===== config.mk =====
export PLATFORM = sky130hd
export DESIGN_NAME = mem_lsu
export DESIGN_NICKNAME = d
export VERILOG_FILES = /design/src/rtl/mem_lsu.sv
export SDC_FILE = /design/constraint.sdc
export NUM_CORES = 1
export LEC_CHECK = 0
export CORE_UTILIZATION = 38
export CTS_BUF_LIST = sky130_fd_sc_hd__clkbuf_16
export CTS_CLUSTER_DIAMETER = 100
export DETAILED_ROUTE_END_ITERATION = 8
export MAX_ROUTING_LAYER = met4
export PLACE_DENSITY_LB_ADDON = 0.12
export SKIP_LAST_GASP = 1
export SLEW_MARGIN = 0
export SYNTH_ARGS = -nofsm -noshare
export SYNTH_HDL_FRONTEND = slang
export SYNTH_SLANG_ARGS = --single-unit

===== constraint.sdc =====
create_clock -name i_clk -period 1.7 [get_ports i_clk]
set_clock_uncertainty 0.05 [all_clocks]
set_input_delay 0.425 -clock i_clk [delete_from_list [all_inputs] [get_ports i_clk]]
set_output_delay 0.425 -clock i_clk [all_outputs]
set_load 0.005 [all_outputs]

===== src/rtl/mem_lsu.sv =====
// Load/store initiator between the RiSC-16 MEM stage and a negedge data memory.
// Optional out-of-range address checking is enabled by defining LSU_RANGE_CHK_EN.
module mem_lsu #(
  parameter int p_WORD_LEN = 16,
  parameter int p_ADDR_LEN = 10
) (
  input  logic                  i_clk,
  input  logic                  i_rst_n,
  input  logic                  i_req_valid,
  output logic                  o_req_ready,
  input  logic                  i_req_we,
  input  logic [p_WORD_LEN-1:0] i_req_addr,
  input  logic [p_WORD_LEN-1:0] i_req_wdata,
  output logic                  o_rsp_valid,
  input  logic                  i_rsp_ready,
  output logic [p_WORD_LEN-1:0] o_rsp_rdata,
  output logic                  o_rsp_err,
  output logic                  o_mem_wr_en,
  output logic [p_ADDR_LEN-1:0] o_mem_addr,
  output logic [p_WORD_LEN-1:0] o_mem_wr_data,
  input  logic [p_WORD_LEN-1:0] i_mem_rd_data
);

  typedef enum logic [1:0] {
    S_IDLE   = 2'd0,
    S_ACCESS = 2'd1,
    S_RESP   = 2'd2
  } state_t;

  state_t                state_q, state_d;
  logic                  we_q, we_d;
  logic [p_ADDR_LEN-1:0] addr_q, addr_d;
  logic [p_WORD_LEN-1:0] wdata_q, wdata_d;
  logic [p_WORD_LEN-1:0] rdata_q, rdata_d;
  logic                  err_q, err_d;
  logic                  addr_hi_nz;
  logic                  out_of_range;

  generate
    if (p_ADDR_LEN < p_WORD_LEN) begin : g_addr_hi
      assign addr_hi_nz = |i_req_addr[p_WORD_LEN-1:p_ADDR_LEN];
    end else begin : g_no_addr_hi
      assign addr_hi_nz = 1'b0;
    end
  endgenerate

`ifdef LSU_RANGE_CHK_EN
  assign out_of_range = addr_hi_nz;
`else
  // Upper address bits are deliberately ignored; the address simply truncates.
  logic unused_addr_hi;
  assign unused_addr_hi = addr_hi_nz;
  assign out_of_range   = 1'b0;
`endif

  always_comb begin
    state_d = state_q;
    we_d    = we_q;
    addr_d  = addr_q;
    wdata_d = wdata_q;
    rdata_d = rdata_q;
    err_d   = err_q;
    case (state_q)
      S_IDLE: begin
        if (i_req_valid) begin
          we_d    = i_req_we;
          addr_d  = i_req_addr[p_ADDR_LEN-1:0];
          wdata_d = i_req_wdata;
          if (out_of_range) begin
            err_d   = 1'b1;
            rdata_d = '0;
            state_d = S_RESP;
          end else begin
            err_d   = 1'b0;
            state_d = S_ACCESS;
          end
        end
      end
      S_ACCESS: begin
        // Memory registered its read word on the negedge inside this cycle.
        rdata_d = we_q ? '0 : i_mem_rd_data;
        state_d = S_RESP;
      end
      S_RESP: begin
        if (i_rsp_ready) begin
          state_d = S_IDLE;
        end
      end
      default: state_d = S_IDLE;
    endcase
  end

  always_ff @(posedge i_clk) begin
    if (!i_rst_n) begin
      state_q <= S_IDLE;
      we_q    <= 1'b0;
      addr_q  <= '0;
      wdata_q <= '0;
      rdata_q <= '0;
      err_q   <= 1'b0;
    end else begin
      state_q <= state_d;
      we_q    <= we_d;
      addr_q  <= addr_d;
      wdata_q <= wdata_d;
      rdata_q <= rdata_d;
      err_q   <= err_d;
    end
  end

  assign o_req_ready   = (state_q == S_IDLE);
  assign o_rsp_valid   = (state_q == S_RESP);
  assign o_rsp_rdata   = rdata_q;
  assign o_rsp_err     = err_q;
  assign o_mem_wr_en   = (state_q == S_ACCESS) && we_q;
  assign o_mem_addr    = addr_q;
  assign o_mem_wr_data = wdata_q;

endmodule


# Yosys cells after proc, flatten, opt, wreduce, memory -nomap -nowiden
# Cells that the tools add are included.
# totals
reg_bits	45
input_bits	53
output_inout_bits	46
word_cells	17
# classes
eq_ne	4
muxes	4
n_reduce_logical	4
# ops
operator	n
$mux W16	1
$pmux W2 S3	1
$mux W2	2
$reduce_and A2 Y1	2
$eq A2 B1 Y1 const B	1
$eq A2 B2 Y1 const B	1
$logic_not A2 Y1	1
$ne A2 B1 Y1 const B	1
$ne A2 B2 Y1 const B	1
$logic_and A1 B1 Y1	1

# Depth between registers and ports, before layout
# Gate-level depths: netlist (run 1).
# logic_depth
depth_word	3
depth_mapped	5
mapped_depth_nobuf	3

# Least setup slack after synthesis (run 1)
# No wires, ideal clock.
# synth_timing
path_type	flip-flop to output port
start	register state_q[0]
end	output o_mem_wr_en
t_arrival_ns	0.932
t_required_ns	1.225
path_slack_ns	0.293
path_stages_with_launch	5
n_path_buf	2
path_cell_list	dfxtp_1 -> nor2b_1 -> buf_4 -> buf_6 -> and2_1
# synth_via
elab_chain_len	2
# synth_rtl
element	line_no	rtl
start: declaration	30	state_t state_q, state_d;
start signal: assignment	102	state_q <= state_d;
$eq A2 B1 Y1	115	assign o_mem_wr_en = (state_q == S_ACCESS) && we_q;
$logic_and A1 B1 Y1	115	
end: declaration	18	output logic o_mem_wr_en,
# No other way between the ends.

# Worst setup path in the final report (run 1)
# Same ends and word-level chain as after synthesis.

==> run metrics, run 1 <==
grt met2 use=28.5%; Syn Nets=roughly 260; Mapped Cells=roughly 200; final wirelength=3960 µm; distinct cell type count after synthesis=22; largest net degree at the start of global routing=56; H-tree depth=2; WS Path Type=reg2out; Area Overhead vs Synth=61.4%; HP Class=reg2reg; outcome=completed; top-area cell type share of the netlist area=50.9%; Avg Inst Size Synth=just under 9 µm²; clock share of power=roughly two fifths; Switch Pwr=540 µW; sequential fraction of design power=44.1%; global placement routability congestion=0.706; GRT met3 Usage=5.05%; vias in the first global route=1,481; synth warn=0; Async SR Flop Fraction=0%; GR Util All Layers=16.4%; ANT nets after route=0; number of buffers created by CTS=5; crit end category=output port; Via Count=about 1,600; Total Power=between 2000 and 3000 µW; crit path buf inv count=1; Port-buffer cells=91; number of max-cap violations=0; Die W=70.2 µm; Worst EP arrival=1.16 ns; hpwl dp=2670 µm; predominant post-synthesis flop cell=dfxtp_1; post-synthesis sequential area ratio=50.9%; Critical-path top delay cell=dfxtp_1; initial antenna violation count=0; Clock Root Buffer=clkbuf_16; CTS Sinks=45; Max clock buf depth=2; post-cts sizing count=5; Crit Path Max Fanout=3; die area=approximately 0.005 mm²; Nets=343; First DRT Iteration DRCs=a little over 80; Critical Path, Cell by Cell=nor2b_2 > and2_1 > dlygate4sd2_1; most used routing layer in global routing=met2; die span in y=70.2 µm; Clock Latency Late Sink=0.27 ns; Site Rows=24; RSZ-0062 raised after global routing=false; largest area contributor in the netlist=dfxtp_1; Multi-input gate area=roughly 750 µm²; pins over their slew limit=0; fin crit share=95.9%; combinational group share of total power=between 10% and 20%; Initial Util=40.1%; Placed Cells=between 300 and 400; PwrDens=913 mW/mm²; M1 GR Usage=18.3%; Top Family by Delay on Critical Path=flip-flops; Cell Area, Synth=0.00177 mm²; CP peak stage delay=0.32 ns; Wirelength per Cell=11.5 µm; Final Hold Viols=0; Reg area=902 µm²; GR Overflow Total=0; P_int=2070 µW; Worst setup SP type=flip-flop; sw frac=between 20% and 30%; largest cells by area after synthesis=dfxtp_1 (51%), nand2_1 (9.1%), nand3_1 (7.6%); CTS Hold Bufs=0; EDFF count, synth=0; num ports=99; Setup-failing EPs final=0; 1st-pass router iterations=4; commonest cells after routing, fill and taps aside=clkdlybuf4s50_1 (87), dfxtp_1 (44), nand2_1 (43); core area=0.00441 mm²; # fillers=around 380; peak supply drop=between 700 and 800 µV; Tmin final=1.63 ns; global-route wire length before repair=about 6400 µm; CTS tree=done; Diodes inserted=0; Vias per Instance=around 4.8; Max Fclk=0.613 GHz; Pleak=just over 0.001 µW; critical path data required time=1.22 ns; TNS Setup=0 ns; Cell Count, Final, Fillers Out=343; share of post-route cells with drive strength above 1=6.87%; drt drc=0; Worst-path clk slew=0.06 ns; count of state elements after synthesis=45; setup bufs post-CTS=0; most common cell after layout, fill and taps aside=clkdlybuf4s50_1
path summary, 6_finish.rpt:
check	startpoint	end	slack, ns	cells after the start
min	o_mem_addr[6]	o_mem_addr[6]	0.39	2
max reg2reg	state_q[0]	o_mem_wr_data[3]	0.45	5
min reg2reg	o_mem_addr[6]	o_mem_addr[6]	0.39	2
max	state_q[0]	o_mem_wr_en	0.07	3
power by group through the flow:
stage | Clock (µW) | Sequential, µW | Combinational [µW]
after floorplan | 0 | 1180 | 161
after global placement | 0 | 1170 | 421
after detailed placement | 0 | 1170 | 424
after CTS | 1070 | 1150 | 424
after global routing | 1110 | 1160 | 456
final | 1040 | 1150 | 418
final cells by class:
cell class	instances	share of cell area, %
clock buffer	5	4.38
clock inverter	3	1.31
multi-input combinational	139	26.2
sequential	45	31.6
tap	52	2.28
timing repair buffer	99	34.2
kinds of logic (layout without fill, tap and decap cells):
kind of cell / after synthesis / after routing / synth area share (%)
AND/OR/NAND/NOR: 94 / 94 / 27.2
AO/OA/AOI/OAI: 44 / 44 / 14.9
other: 1 / 1 / 0.212
buffers and inverters: 19 / 107 / 6.86
flip-flops: 45 / 45 / 50.9
cell usage after synthesis (2+ instances only):
library cell	count
dfxtp_1	45
buf_6	4
o21ai_1	5
buf_4	3
clkbuf_2	3
nand3_1	27
nand2_1	43
clkbuf_1	5
nand3b_1	16
o21ai_0	22
buf_2	4
nor2b_1	2
a21boi_0	6
a21boi_1	10
worst reg2reg max path, stage by stage, from the launching register on:
cell,delay (ns)
dfxtp_1,0.32
buf_4,0.15
nor3b_4,0.23
buf_12,0.25
nand3_1,0.10
o21ai_0,0.09
registers in the layout, summed over array words and instances (netlist names):
| name | cells |
|---|---|
| o_mem_wr_data | 16 |
| o_rsp_rdata | 16 |
| o_mem_addr | 10 |
| state_q | 2 |
| we_q | 1 |
stage by stage:
stage	setup WS [ns]	instance area, µm²	utilization, %	hold WS [ns]
after CTS	0.0305	2850	64.7	0.398
final	0.0698	2860	64.7	0.394
after detailed placement	0.0365	2690	61.0	0.390
after global placement	0.0463	2690	61.0	0.385
after floorplan	0.293	1770	-	0.395
after global routing	0.00703	2860	64.7	0.408
routing by layer:
metal	share of wire, %	vias up
met3	6.9	2
met5	0	-
li1	-	852
met1	45	733
met4	0.51	0
met2	48	53
Power figures use the tool's default switching activity.
==> inputs of run 2 (changes only) <==
--- a/constraint.sdc
+++ b/constraint.sdc
@@ -3,3 +3,3 @@
 set_input_delay 0.425 -clock i_clk [delete_from_list [all_inputs] [get_ports i_clk]]
 set_output_delay 0.425 -clock i_clk [all_outputs]
-set_load 0.005 [all_outputs]
+set_load 0.05 [all_outputs]
==> run 2 against run 1 <==
Against the previous run: clock-buffer cell count unchanged; first-iteration DRC count increased by 12%; global-route usage increased by 1.8 points; sequential share of layout area decreased by 3.3 points; via count rose by 0.61%.
==> run metrics, run 2 (synthesis gave the netlist of run 1 again) <==
outcome=completed; Reg-to-Reg End=o_rsp_rdata[3]; most common cell after layout, fill and taps aside=clkdlybuf4s50_1; Worst EP arrival=1.15 ns; peak supply drop=636 µV; number of max-cap violations=0; 1st-pass router iterations=4; die area=around 0.0049 mm²; Initial Util=40.1%; final wirelength=around 4300 µm; GR Util All Layers=approximately 18%; fin crit share=95.7%; Via Count=1,650; Worst R2R Start=state_q[0]; Max Fclk=0.615 GHz; worst setup path start=state_q[1]; Crit Path Max Fanout=5; number of buffers created by CTS=5; Tmin final=1.63 ns; Die W=70.2 µm; largest net degree at the start of global routing=73; Clock Root Buffer=clkbuf_16; HP Class=reg2reg; Final Hold Viols=0; num ports=between 90 and 100; Wirelength per Cell=12.7 µm; hpwl dp=2930 µm; GR Overflow Total=0; die span in y=70.2 µm; Post-Layout Inst Area=0.00319 mm²; Vias per Instance=between 4 and 5; global-route wire length before repair=around 7000 µm; crit end category=output port; Reg2Reg Depth=4; Site Rows=24; PwrDens=989 mW/mm²; Worst setup SP type=flip-flop; First DRT Iteration DRCs=93; WS Path Type=reg2out; Clock Latency Late Sink=0.29 ns; pins over their slew limit=0; core area=0.00441 mm²; TNS Setup=0 ns; CTS Sinks=45; drt drc=0; Critical-path top delay cell=dfxtp_1; CP peak stage delay=0.44 ns; CTS tree=done; DP Area=0.00300 mm²; global placement routability congestion=0.725; share of post-route cells with drive strength above 1=around 23%; Nets=340; Diodes inserted=0; flop2flop setup slack=approximately 0.52 ns; H-tree depth=2; CP Capture Point=o_mem_wr_en; Pleak=0.00121 µW; Worst-path clk slew=~0.06 ns; critical path data required time=~1.2 ns; Setup-failing EPs final=0; initial antenna violation count=0; commonest cells after routing, fill and taps aside=clkdlybuf4s50_1 (45), dfxtp_1 (44), nand2_1 (43); Max clock buf depth=2; CTS Hold Bufs=0; vias in the first global route=1,558; Critical Path, Cell by Cell=nor2b_2 > and2_2 > buf_12; Port-buffer cells=91; ANT nets after route=0; Area Overhead vs Synth=80.3%; RSZ-0062 raised after global routing=false; worst hold start=o_rsp_rdata[10]
[run 2: cell types whose count changed in the layout (fill, tap and decap cells not counted)]
cell             delta
inv_1               -1
dlygate4sd2_1       -2
bufinv_16           +1
clkinv_1            -1
clkdlybuf4s50_1    -42
clkdlybuf4s15_1     -1
buf_4               +7
buf_12             +35
and2_1              -1
and2_2              +1
clkinv_2            +1
[run 2: area by class of cell]
type	count	area, µm²
clock buffers	5	125
clock inverters	3	65.1
fillers	353	1220
multi-input cells	139	751
flip-flops and latches	45	902
well taps	52	65.1
repair buffers	96	1280
[run 2: how the worst min path moves through the flow]
stage               depth (start not counted)               to
floorplan                                   2    o_mem_addr[0]
global placement                            2  o_rsp_rdata[11]
detailed placement                          2  o_rsp_rdata[10]
CTS                                         2  o_rsp_rdata[10]
global route                                2  o_rsp_rdata[10]
finish                                      2  o_rsp_rdata[10]
[run 2: layer usage]
layer / global-route usage (%) / part of all wire, % / vias to the layer above
li1: - / - / 848
met1: 20.0 / 41 / 739
met2: 30.9 / 51 / 53
met3: 4.62 / 6.3 / 10
met4: 8.44 / 2.6 / 0
met5: - / 0 / -
[run 2: per-stage QoR]
step	setup WS (ns)	utilization (%)	power, µW	instances	hold slack, ns
2_1_floorplan	0.124	-	1570	203	0.505
3_3_place_gp	0.0579	67.9	1940	332	0.389
3_5_place_dp	0.0204	67.9	1950	332	0.394
4_1_cts	0.0404	72.2	3190	340	0.403
5_1_grt	0.0172	72.3	3270	340	0.419
6_report	0.0737	72.3	3150	340	0.401
[run 2: worst max-delay path, delay by kind of cell, from the launching register on]
kind | cells | cell delay [ns]
simple gates | 2 | 0.28
buf+inv | 1 | 0.15
flops | 1 | 0.44
[run 2: report_power, final]
| group | total (µW) | switching, µW | internal [µW] | leakage, µW |
|---|---|---|---|---|
| sequential | 1180 | 59.8 | 1120 | 0.000369 |
| combinational | 746 | 379 | 367 | 0.000752 |
| clock | 1230 | 388 | 839 | 0.0000938 |
[run 2: what timing repair did]
action                     CTS  global route
setup buffers                0             0
setup endpoints to repair    1             1
resized for setup            1             1
==> inputs of run 3 (changes only) <==
- CTS_CLUSTER_DIAMETER: 100 -> 150
==> results of run 3 <==
No change in the layout: final DEF, timing and power equal those of run 2.
